[src/rtl/mem_port_arbiter.sv]
// Two-requester (fetch / data) arbiter in front of a single memory-controller port.
// Round-robin on contention; a watchdog turns a stuck access into an error completion.
module mem_port_arbiter #(
    parameter int ADDR_WIDTH     = 32,
    parameter int DATA_WIDTH     = 32,
    parameter int TIMEOUT_CYCLES = 64
) (
    input  logic                    clk,
    input  logic                    rst_n,
    input  logic                    if_req,
    input  logic [ADDR_WIDTH-1:0]   if_addr,
    output logic                    if_ack,
    output logic [DATA_WIDTH-1:0]   if_rdata,
    output logic                    if_err,
    input  logic                    d_req,
    input  logic                    d_we,
    input  logic [ADDR_WIDTH-1:0]   d_addr,
    input  logic [DATA_WIDTH-1:0]   d_wdata,
    input  logic [DATA_WIDTH/8-1:0] d_wmask,
    output logic                    d_ack,
    output logic [DATA_WIDTH-1:0]   d_rdata,
    output logic                    d_err,
    output logic                    mem_valid,
    output logic                    mem_we,
    output logic [ADDR_WIDTH-1:0]   mem_addr,
    output logic [DATA_WIDTH-1:0]   mem_wdata,
    output logic [DATA_WIDTH/8-1:0] mem_wmask,
    input  logic                    mem_ready,
    input  logic [DATA_WIDTH-1:0]   mem_rdata,
    output logic                    busy,
    output logic                    owner
);

    localparam int MW = DATA_WIDTH / 8;
    localparam int CW = (TIMEOUT_CYCLES > 1) ? $clog2(TIMEOUT_CYCLES) : 1;
    localparam logic [CW-1:0] CNT_LAST = CW'(TIMEOUT_CYCLES - 1);
    localparam bit TIMEOUT_EN = (TIMEOUT_CYCLES != 0);

    typedef enum logic [1:0] {IDLE, BUSY, DONE} state_t;

    state_t                  state_reg, state_next;
    logic                    owner_reg, owner_next;
    logic                    last_reg, last_next;
    logic                    we_reg, we_next;
    logic [ADDR_WIDTH-1:0]   addr_reg, addr_next;
    logic [DATA_WIDTH-1:0]   wdata_reg, wdata_next;
    logic [MW-1:0]           wmask_reg, wmask_next;
    logic [DATA_WIDTH-1:0]   rdata_reg, rdata_next;
    logic                    err_reg, err_next;
    logic [CW-1:0]           cnt_reg, cnt_next;
    logic                    grant_data;
    logic                    timeout_hit;

    // Data wins when it is the only requester, or on contention if fetch had the last grant.
    assign grant_data  = d_req && (!if_req || !last_reg);
    assign timeout_hit = TIMEOUT_EN && (cnt_reg == CNT_LAST);

    always_ff @(posedge clk or negedge rst_n) begin
        if (!rst_n) begin
            state_reg <= IDLE;
            owner_reg <= 1'b0;
            last_reg  <= 1'b1;
            we_reg    <= 1'b0;
            addr_reg  <= '0;
            wdata_reg <= '0;
            wmask_reg <= '0;
            rdata_reg <= '0;
            err_reg   <= 1'b0;
            cnt_reg   <= '0;
        end else begin
            state_reg <= state_next;
            owner_reg <= owner_next;
            last_reg  <= last_next;
            we_reg    <= we_next;
            addr_reg  <= addr_next;
            wdata_reg <= wdata_next;
            wmask_reg <= wmask_next;
            rdata_reg <= rdata_next;
            err_reg   <= err_next;
            cnt_reg   <= cnt_next;
        end
    end

    always_comb begin
        state_next = state_reg;
        owner_next = owner_reg;
        last_next  = last_reg;
        we_next    = we_reg;
        addr_next  = addr_reg;
        wdata_next = wdata_reg;
        wmask_next = wmask_reg;
        rdata_next = rdata_reg;
        err_next   = err_reg;
        cnt_next   = cnt_reg;
        case (state_reg)
            IDLE: begin
                if (if_req || d_req) begin
                    state_next = BUSY;
                    owner_next = grant_data;
                    last_next  = grant_data;
                    cnt_next   = '0;
                    if (grant_data) begin
                        we_next    = d_we;
                        addr_next  = d_addr;
                        wdata_next = d_wdata;
                        wmask_next = d_wmask;
                    end else begin
                        we_next    = 1'b0;
                        addr_next  = if_addr;
                        wdata_next = '0;
                        wmask_next = '0;
                    end
                end
            end
            BUSY: begin
                cnt_next = cnt_reg + 1'b1;
                if (mem_ready) begin
                    rdata_next = we_reg ? '0 : mem_rdata;
                    err_next   = 1'b0;
                    state_next = DONE;
                end else if (timeout_hit) begin
                    rdata_next = '0;
                    err_next   = 1'b1;
                    state_next = DONE;
                end
            end
            DONE: begin
                cnt_next   = '0;
                state_next = IDLE;
            end
            default: state_next = IDLE;
        endcase
    end

    logic in_busy, in_done;
    assign in_busy = (state_reg == BUSY);
    assign in_done = (state_reg == DONE);

    assign mem_valid = in_busy;
    assign mem_we    = in_busy && we_reg;
    assign mem_addr  = addr_reg;
    assign mem_wdata = wdata_reg;
    assign mem_wmask = wmask_reg;

    // Completion payload is visible only during the owner's ack cycle.
    assign if_ack   = in_done && !owner_reg;
    assign d_ack    = in_done && owner_reg;
    assign if_rdata = if_ack ? rdata_reg : '0;
    assign d_rdata  = d_ack ? rdata_reg : '0;
    assign if_err   = if_ack && err_reg;
    assign d_err    = d_ack && err_reg;

    assign busy  = (state_reg != IDLE);
    assign owner = owner_reg;

endmodule

[config.mk]
export PLATFORM = sky130hd
export DESIGN_NAME = mem_port_arbiter
export DESIGN_NICKNAME = d
export VERILOG_FILES = /design/src/rtl/mem_port_arbiter.sv
export SDC_FILE = /design/constraint.sdc
export NUM_CORES = 1
export LEC_CHECK = 0
export ABC_AREA = 1
export BUFFER_PORTS_ARGS = -buffer_cell sky130_fd_sc_hd__buf_2
export CAP_MARGIN = 0
export CORE_MARGIN = 2
export CORE_UTILIZATION = 36
export CTS_CLUSTER_DIAMETER = 40
export CTS_CLUSTER_SIZE = 10
export DETAILED_ROUTE_END_ITERATION = 6
export PLACE_DENSITY = 0.66
export REMOVE_ABC_BUFFERS = 1
export SYNTH_ARGS = -nofsm -noshare
export SYNTH_HDL_FRONTEND = slang
export SYNTH_SLANG_ARGS = --single-unit
[constraint.sdc]
create_clock -name clk -period 2.7 [get_ports clk]
set_clock_uncertainty 0.05 [all_clocks]
set_input_delay 0.81 -clock clk [delete_from_list [all_inputs] [get_ports clk]]
set_output_delay 0.81 -clock clk [all_outputs]
set_load 0.1 [all_outputs]
After elaboration in Yosys (flattened, before gate mapping)
Index checks and enable logic that the tools add are counted.
{"block": "word_totals", "reg_bits": 112}
{"block": "op_classes", "mux": 17, "add_sub_neg": 1, "reduce_logical": 19, "n_eq_ne": 5}
{"cell": "$mux 32", "n": 7}
{"cell": "$pmux 6 s3", "n": 1}
{"cell": "$reduce_and 2->1", "n": 4}
{"cell": "$add 6x1->6 const B", "n": 1}
{"cell": "$eq 6x6->1 const B", "n": 1}
{"cell": "$logic_and 1x1->1", "n": 6}
{"cell": "$mux 2", "n": 3}
{"cell": "$mux 6", "n": 1}
{"cell": "$mux 4", "n": 1}
{"cell": "$pmux 2 s2", "n": 1}
{"cell": "$reduce_bool 2->1", "n": 2}
{"cell": "$logic_not 1->1", "n": 3}
{"cell": "$mux 1", "n": 3}
{"cell": "$ne 3x3->1 const B", "n": 1}
{"cell": "$reduce_bool 3->1", "n": 1}
{"cell": "$eq 2x1->1 const B", "n": 1}
{"cell": "$eq 2x2->1 const B", "n": 1}
{"cell": "$logic_not 2->1", "n": 1}
{"cell": "$logic_or 1x1->1", "n": 2}
{"cell": "$ne 2x2->1 const B", "n": 1}

Longest topological paths before layout
Gate-level depths: netlist of the first run.
{"block": "depth", "word_depth": 4, "ltp_mapped": 8, "ltp_nobuf": 6}

Worst setup path after synthesis of the first run
OpenSTA, ideal clock, no wires.
{"block": "synth_timing", "kind": "reg-to-output", "start": "register owner_reg, in the netlist owner", "end": "output port d_rdata[10]", "path_stages_with_launch": 6, "path_buffers": 1, "slack_ns": -2.347, "arrival_ns": 4.187, "path_cell_list": "dfrtp_1 -> inv_1 -> nor2_1 -> inv_1 -> buf_2 -> nor2_1"}
{"block": "synth_between", "elab_chain_cells": 2}
{"item": "start: declaration", "line_no": "42", "source": "logic owner_reg, owner_next;"}
{"item": "start signal: assignment", "line_no": "72", "source": "owner_reg <= owner_next;"}
{"item": "$logic_and 1x1->1", "line_no": "147", "source": "assign d_ack = in_done && owner_reg;"}
{"item": "net d_ack", "line_no": "20", "source": "output logic d_ack,"}
{"item": "$mux 32", "line_no": "149", "source": "assign d_rdata = d_ack ? rdata_reg : '0;"}
{"item": "end: declaration", "line_no": "21", "source": "output logic [DATA_WIDTH-1:0] d_rdata,"}
The timed path passes the listed nets, and every way through them passes these cells.

Worst setup path after layout of the first run
{"block": "layout_timing", "start": "register state_reg[0]", "end": "output port if_rdata[23]"}
{"block": "layout_between", "elab_chain_cells": 3}
{"item": "start: declaration", "line_no": "41", "source": "state_t state_reg, state_next;"}
{"item": "start signal: assignment", "line_no": "71", "source": "state_reg <= state_next;"}
{"item": "$eq 2x2->1", "line_no": "137", "source": "assign in_done = (state_reg == DONE);"}
{"item": "$logic_and 1x1->1", "line_no": "146", "source": "assign if_ack = in_done && !owner_reg;"}
{"item": "$mux 32", "line_no": "148", "source": "assign if_rdata = if_ack ? rdata_reg : '0;"}
{"item": "end: declaration", "line_no": "13", "source": "output logic [DATA_WIDTH-1:0] if_rdata,"}
Every way passes these cells.

==> out/metrics.yaml, run 1 <==
outcome: "finished clean"
die_w_um: 125.8
crit_path_frequent_cell: "nor2_1"
grt_max_degree: 67
cts_tree: "yes"
synth_commonest_cells: "nand2_1, dfrtp_1, inv_1, nor2_1, nand3_1"
grt_busiest_layer: "met2"
synth.distinct_cells: 26
r2r_setup_slack_ns: 0.63
dr.pass1.iters: 4
grt_pass1_vias: 4937
ys_top_cells_by_area: "dfrtp_1, nand2_1, nand3_1, inv_1, nor2_1"
fin_crit_sh_pct: 97.63
tns_ns: 0
grt_overflow: 0
fin_nets: 1053
slew_headroom_pct: 53.04
drt-vias-per-instance: 4.765
antenna_found_initial: 2
cts_root_buffer: "clkbuf_16"
worstPathRequired_ns: 1.84
hold_class: "input port to async pin"
clk_pin_slew_ns: 0.07
timing.final.ws_setup_ns: 0.06404
hold_viol: 0
track_usage_pct: 20.08
cap_violations: 0
critPathMaxStageDelay_ns: 0.39
routed-via-count: 5265
fin_crit_ns: 2.636
crit_family: "buffers and inverters"
wl_per_cell_um: 14.46
syn2layout_area_growth_pct: 54.03
grtUsageMet2_pct: 34.82
ff_latch_area_um2: 2804
gp_congestion: 0.8098
synth_edf_count: 0
initial_core_util_pct: 36.76
ys.warnings.count: 0
synth-async-reset-ratio_pct: 100.0
clockBufferDepth: 2
crit_chain: "inv_2 -> nand2_1 -> nor2_1 -> inv_1 -> buf_4 -> nor2_1 -> buf_12"
syn_avg_cell_area_um2: 8.119
finalNonFillerCells: 1105
crit_type: "flip-flop to output pin"
worst_pin_slew_ns: 0.6970
wirelength_mm: 15.98
dpl-instance-area_um2: 7855
portBuffers: 277
cp_slowest_cell: "dfrtp_1"
yosysMostFrequentCell: "nand2_1"
clock_sinks: 112
critPathLaunch: "state_reg[0]"
fill_cells: 1320
synth_area_um2: 5343
place_worst_setup_slack_ns: 0.4416
detail-route-antenna-nets: 0
die-area_um2: 15830
cp_max_fo: 33
layout-drive-gt1-share_pct: 36.24
synthFlopType: "dfrtp_1"
drcViolationCount: 0
dp_hpwl_mm: 11.59
drtIter0Drc: 291
grt_util_met1_pct: 25.37
use_met3_pct: 3.144
critical_path_depth: 7
ys_seq_area_share_pct: 52.48
die_h_um: 125.8
final_area_um2: 8229
worstPathBufferInverterCount: 4
startpoint_type: "flip-flop"
grt_pass1_wl_mm: 25.63
multi_input_area_um2: 2003
syn_inst: 658
cts_buffers: 9
clk_latency_ns: 0.34
yosys.area.top_type: "dfrtp_1"
setup_violations: 0
ys_ff_latch: 112
rows: 44
slew_violations: 0
reg2reg_depth: 5
io_pins: 278
rsz0062_at_grt: "yes"
synth_top_area_share_pct: 51.99
r2r-end: "rdata_reg[9]"
fmax_mhz: 379.4
crit_path_end_kind: "output pin"
core_area_um2: 14530
dp_cells: 1087
worstPathArrival_ns: 1.78
worstReg2RegStart: "state_reg[1]"
htreeDepth: 3
[timing repair]
action,in CTS,in global routing
buffers inserted,0,0
resized for setup,0,19
endpoints found under the setup margin,0,54
hold buffers,0,0
[worst register-to-register path: stages (launching register included)]
cell     delay [ns]
dfrtp_1        0.41
nor2_2         0.28
buf_4          0.44
nand2_2        0.49
nand2_1        0.20
nand2_1        0.08
[cell usage in the layout (no fill, tap or decap), types with 2 or more instances in the layout]
cell type   netlist  layout
buf_2            15     208
nand2_1         159     159
dfrtp_1         111     111
inv_1            79      79
buf_12            0      72
nand3_1          69      69
nor2_1           75      56
nand4_1          33      33
o21a_1           32      32
o21ai_0          31      31
nor2_2            2      21
o21ai_1          11      11
buf_4             1      10
clkbuf_16         0       9
clkinvlp_4        0       3
diode_2           0       2
inv_2             2       2
bufinv_16         0       2
[worst max-delay path by stage]
stage,endpoint,slack [ns]
global placement,d_rdata[0],0.51
global route,if_err,-0.04
finish,if_rdata[23],0.06
floorplan,d_err,-2.83
detailed placement,d_rdata[24],0.44
CTS,d_rdata[24],0.05
[stage by stage]
| stage | hold WS [ns] | util, % |
|---|---|---|
| 6_report | 0.3224 | 56.62 |
| 5_1_grt | 0.3380 | 56.62 |
| 4_1_cts | 0.3324 | 56.26 |
| 3_5_place_dp | 0.4008 | 54.05 |
| 3_3_place_gp | 0.3998 | 54.05 |
| 2_1_floorplan | 0.3919 | - |
[area by class of cell]
type | instances | share of cell area, %
Clock buffer | 9 | 2.737
Sequential cell | 112 | 34.07
Clock inverter | 7 | 1.171
Tap cell | 184 | 2.798
Antenna cell | 2 | 0.06082
Inverter | 82 | 3.740
Multi-Input combinational cell | 419 | 24.34
Timing Repair Buffer | 290 | 31.08
[cells by family (layout without fill, tap and decap cells)]
kind of cell               count (synthesis)  after routing  share of synthesized area [%]
DFF                                      112            112                          52.48
other                                      0              2                              0
adders and majority gates                  1              1                         0.2342
and+or+nand+nor                          341            341                          27.47
buffers and inverters                    127            388                          10.91
AOI/OAI and AO/OA                         77             77                          8.899
[per-layer routing]
metal	wire length [um]	part of all wire, %
met5	0	0
met4	422	2.6
met3	757	4.7
met2	7920	50
met1	6875	43
Power of run 1 is left out: the tool's default activity adds up to more than one toggle a clock period on the data nets, which glitch-free logic cannot reach.
==> inputs of run 2 (changes only) <==
--- a/config.mk
+++ b/config.mk
@@ -13,7 +13,7 @@
 export CTS_CLUSTER_DIAMETER = 40
 export CTS_CLUSTER_SIZE = 10
 export DETAILED_ROUTE_END_ITERATION = 6
-export PLACE_DENSITY = 0.66
+export PLACE_DENSITY = 0.69
 export REMOVE_ABC_BUFFERS = 1
 export SYNTH_ARGS = -nofsm -noshare
 export SYNTH_HDL_FRONTEND = slang
==> constraint.sdc (replaced) <==
create_clock -name clk -period 2.1 [get_ports clk]
set_clock_uncertainty 0.05 [all_clocks]
set_input_delay 0.63 -clock clk [delete_from_list [all_inputs] [get_ports clk]]
set_output_delay 0.63 -clock clk [all_outputs]
set_load 0.1 [all_outputs]
==> run 2 against run 1 <==
Against the previous run:
- the flow now finishes with violations (negative setup slack)
- final area rose by 9.8%
- die area did not move
- worst setup slack got worse by 0.34 ns
- routed wire length rose by 11%
- hold slack got worse by 0.19 ns
- critical path type unchanged
==> out/metrics.yaml, run 2 (synthesized netlist as in run 1, its figures left out) <==
outcome: "finished with violations"
violations: "negative setup slack"
dp_hpwl_mm: 11.61
timing.final.ws_setup_ns: -0.2754
die_h_um: 125.8
grt_max_degree: 65
fin_nets: 1074
clk_latency_ns: 0.35
crit_type: "flip-flop to output pin"
worstPathRequired_ns: 1.42
die-area_um2: 15830
rsz0062_at_grt: "yes"
fin_crit_sh_pct: 113.1
hold_viol: 0
dpl-instance-area_um2: 7988
fin_crit_ns: 2.375
cts_buffers: 9
layout_commonest_cell: "buf_2"
dp_cells: 1092
cts_tree: "yes"
setup_violations: 67
cp_slowest_cell: "dfrtp_1"
syn2layout_area_growth_pct: 69.18
portBuffers: 277
startpoint_type: "flip-flop"
gp_congestion: 0.8266
wirelength_mm: 17.67
finalPower_uw: 15880
grt_overflow: 0
htreeDepth: 3
layout_common_cells: "buf_2, nand2_1, dfrtp_1"
clock_sinks: 112
critPathMaxStageDelay_ns: 0.39
tns_ns: -14.04
p_per_area_nw_per_um2: 1757
die_w_um: 125.8
crit_family: "buffers and inverters"
io_pins: 278
worstPathArrival_ns: 1.70
worstPathBufferInverterCount: 5
drt-vias-per-instance: 4.861
hold_class: "input port to async pin"
layout-drive-gt1-share_pct: 43.62
rows: 44
grt_pass1_wl_mm: 27.01
hold_buffers: 0
clockBufferDepth: 2
cap_violations: 0
drcViolationCount: 0
routed-via-count: 5478
final_area_um2: 9039
track_usage_pct: 21.20
wl_per_cell_um: 15.68
core_area_um2: 14530
slew_headroom_pct: 57.86
slew_violations: 0
detail-route-antenna-nets: 0
leakage_uw: 0.004403
cts_root_buffer: "clkbuf_16"
clk_pin_slew_ns: 0.07
r2r_setup_slack_ns: 0.34
crit_chain: "inv_2 -> nand2_4 -> nor2_4 -> inv_4 -> buf_12 -> buf_16 -> nor2_4 -> buf_12"
initial_core_util_pct: 36.76
dr.pass1.iters: 5
grt_pass1_vias: 5347
cp_max_fo: 8
crit_path_end_kind: "output pin"
worst_pin_slew_ns: 0.6255
ir_worst_vdd_mv: 1.436
finalNonFillerCells: 1127
fmax_mhz: 421.0
antenna_found_initial: 3
drtIter0Drc: 346
-- run 2: report_power, final --
part	switching (uW)	total (uW)	internal (uW)
Combinational	8280	10500	2180
Sequential	530	3650	3120
Clock	771	1760	994
Total	9580	15900	6300
-- run 2: cell type report --
type                            instances  area [um2]
Tap cell                              184       230.2
Sequential cell                       112        2805
Antenna cell                            3       7.507
Clock buffer                           12       256.5
Inverter                               82       315.3
Fill cell                            1211        5495
Clock inverter                          4       52.55
Multi-Input combinational cell        419        2459
Timing Repair Buffer                  311        2913
-- run 2: timing repair --
action                                  4_1_cts  5_1_grt
resized for setup                           117       35
endpoints found under the setup margin       67       69
gates cloned                                  2        4
buffers inserted                              6        5
pin swaps                                     2        2
-- run 2: path summary, 6_finish.rpt --
path	startpoint	to	depth (start not counted)
min in group clk	last_reg	last_reg	2
worst min register to register	last_reg	last_reg	2
worst max register to register	cnt_reg[0]	rdata_reg[12]	7
max in group asynchronous	rst_n	state_reg[1]	2
worst max-delay path	state_reg[0]	d_rdata[1]	8
worst min-delay path	rst_n	rdata_reg[22]	1
-- run 2: metrics by stage --
stage          util, %  hold slack [ns]  setup WS [ns]
3_3_place_gp     54.96           0.4003         0.1259
3_5_place_dp     54.96           0.4079        0.09306
6_report         62.19           0.1349        -0.2754
5_1_grt          62.19           0.1495        -0.3388
2_1_floorplan        -           0.2844         -3.254
4_1_cts          60.50           0.1404        -0.2460
-- run 2: metal layers --
| layer | vias to the layer above | part of all wire (%) | track usage, % |
|---|---|---|---|
| met5 | - | 0 | 0 |
| met4 | 0 | 3.5 | 7.951 |
| met3 | 41 | 6.2 | 4.800 |
| met2 | 213 | 52 | 37.33 |
| met1 | 2579 | 38 | 25.37 |
| li1 | 2645 | - | - |
(Power assumes the default switching activity.)
==> inputs of run 3 (changes only) <==
--- a/config.mk
+++ b/config.mk
@@ -13,7 +13,7 @@
 export CTS_CLUSTER_DIAMETER = 40
 export CTS_CLUSTER_SIZE = 10
 export DETAILED_ROUTE_END_ITERATION = 6
-export PLACE_DENSITY = 0.69
+export PLACE_DENSITY = 0.66
 export REMOVE_ABC_BUFFERS = 1
 export SYNTH_ARGS = -nofsm -noshare
 export SYNTH_HDL_FRONTEND = slang
==> constraint.sdc (replaced) <==
create_clock -name clk -period 2.8 [get_ports clk]
set_clock_uncertainty 0.05 [all_clocks]
set_input_delay 0.84 -clock clk [delete_from_list [all_inputs] [get_ports clk]]
set_output_delay 0.84 -clock clk [all_outputs]
set_load 0.1 [all_outputs]
==> run 3 against run 2 <==
Against the previous run:
- the run still ends with negative setup slack left
- final cell count fell by 2.0%
- non-clock buffer count down 21
- via count down 4.2%
==> out/metrics.yaml, run 3 (synthesized netlist as in run 1, its figures left out) <==
crit_type: "flip-flop to output pin"
ff_latch_area_um2: 2804
layout_commonest_cell: "buf_2"
finalNonFillerCells: 1104
layout_common_cells: "buf_2, nand2_1, dfrtp_1"
dp_cells: 1085
rows: 44
routed-via-count: 5248
initial_core_util_pct: 36.76
grt_max_degree: 113
tns_ns: -0.0001130
fin_crit_ns: 2.800
violations: "negative setup slack"
dp_hpwl_mm: 11.46
fin_nets: 1054
detail-route-antenna-nets: 0
rsz0062_at_grt: "yes"
hold_buffers: 0
layout-drive-gt1-share_pct: 38.48
cts_tree: "yes"
die_w_um: 125.8
drcViolationCount: 0
cp_slowest_cell: "dfrtp_1"
crit_path_end_kind: "output pin"
drt-vias-per-instance: 4.754
core_area_um2: 14530
grt_overflow: 0
outcome: "finished with violations"
clk_pin_slew_ns: 0.08
worst_pin_slew_ns: 0.6635
fmax_mhz: 357.1
wl_per_cell_um: 14.50
syn2layout_area_growth_pct: 54.68
grt_pass1_wl_mm: 25.36
hold_viol: 0
portBuffers: 277
gp_congestion: 0.8077
grt_pass1_vias: 4905
cap_violations: 0
dr.pass1.iters: 6
slew_headroom_pct: 55.30
n_antenna_cell: 0
r2r_setup_slack_ns: 0.71
clockBufferDepth: 2
drtIter0Drc: 352
wirelength_mm: 16.01
cts_buffers: 9
place_worst_setup_slack_ns: 0.2157
hold_class: "flip-flop to flip-flop"
crit_chain: "inv_2 -> nand2_1 -> nor2_4 -> clkinvlp_4 -> buf_4 -> nor2_1 -> buf_12"
startpoint_type: "flip-flop"
io_pins: 278
cp_max_fo: 17
antenna_found_initial: 0
multi_input_area_um2: 2056
fin_crit_sh_pct: 100.0
htreeDepth: 3
setup_violations: 1
cts_root_buffer: "clkbuf_16"
dpl-instance-area_um2: 7815
timing.final.ws_setup_ns: -0.0001130
clk_latency_ns: 0.35
slew_violations: 0
die_h_um: 125.8
clock_sinks: 112
die-area_um2: 15830
worstPathRequired_ns: 1.91
critPathMaxStageDelay_ns: 0.40
fill_cells: 1331
final_area_um2: 8264
track_usage_pct: 19.93
worstPathArrival_ns: 1.91
-- run 3: metal layers --
layer	vias up	global-route usage (%)	wire length, um
met4	0	6.529	361
met1	2455	25.03	6479
met3	24	4.291	972
li1	2598	-	-
met5	-	0	0
met2	171	34.37	8193
-- run 3: path summary, 6_finish.rpt --
check | startpoint | to | cells after the start
setup / recovery | state_reg[0] | d_rdata[23] | 7
hold / removal | last_reg | last_reg | 2
setup reg to reg | state_reg[1] | rdata_reg[23] | 5
hold reg to reg | last_reg | last_reg | 2
max in group asynchronous | rst_n | mem_wdata[9] | 2
min in group asynchronous | rst_n | rdata_reg[21] | 2
-- run 3: metrics by stage --
step	hold slack [ns]	util, %
after global placement	0.4017	53.77
final	0.4192	56.86
after global routing	0.4262	56.86
after CTS	0.4179	56.19
after floorplan	0.3919	-
after detailed placement	0.4052	53.77
-- run 3: what timing repair did --
item	CTS	global route
gates cloned	1	0
endpoints found under the setup margin	33	59
setup buffers	2	0
gates resized for setup	5	38
-- run 3: final cells by class --
class,instances,area share [%]
Sequential cell,112,33.93
Timing Repair Buffer,290,30.73
Multi-Input combinational cell,419,24.88
Inverter,82,3.770
Tap cell,184,2.786
Clock buffer,9,2.725
Clock inverter,7,1.090
Timing Repair inverter,1,0.09084
-- run 3: critical path, delay by kind of cell (launching register included) --
kind                   cells  cell delay (ns)
and+or+nand+nor            3             0.53
DFF                        1             0.40
buffers and inverters      4             0.61
Power of run 3 is left out for the same reason.
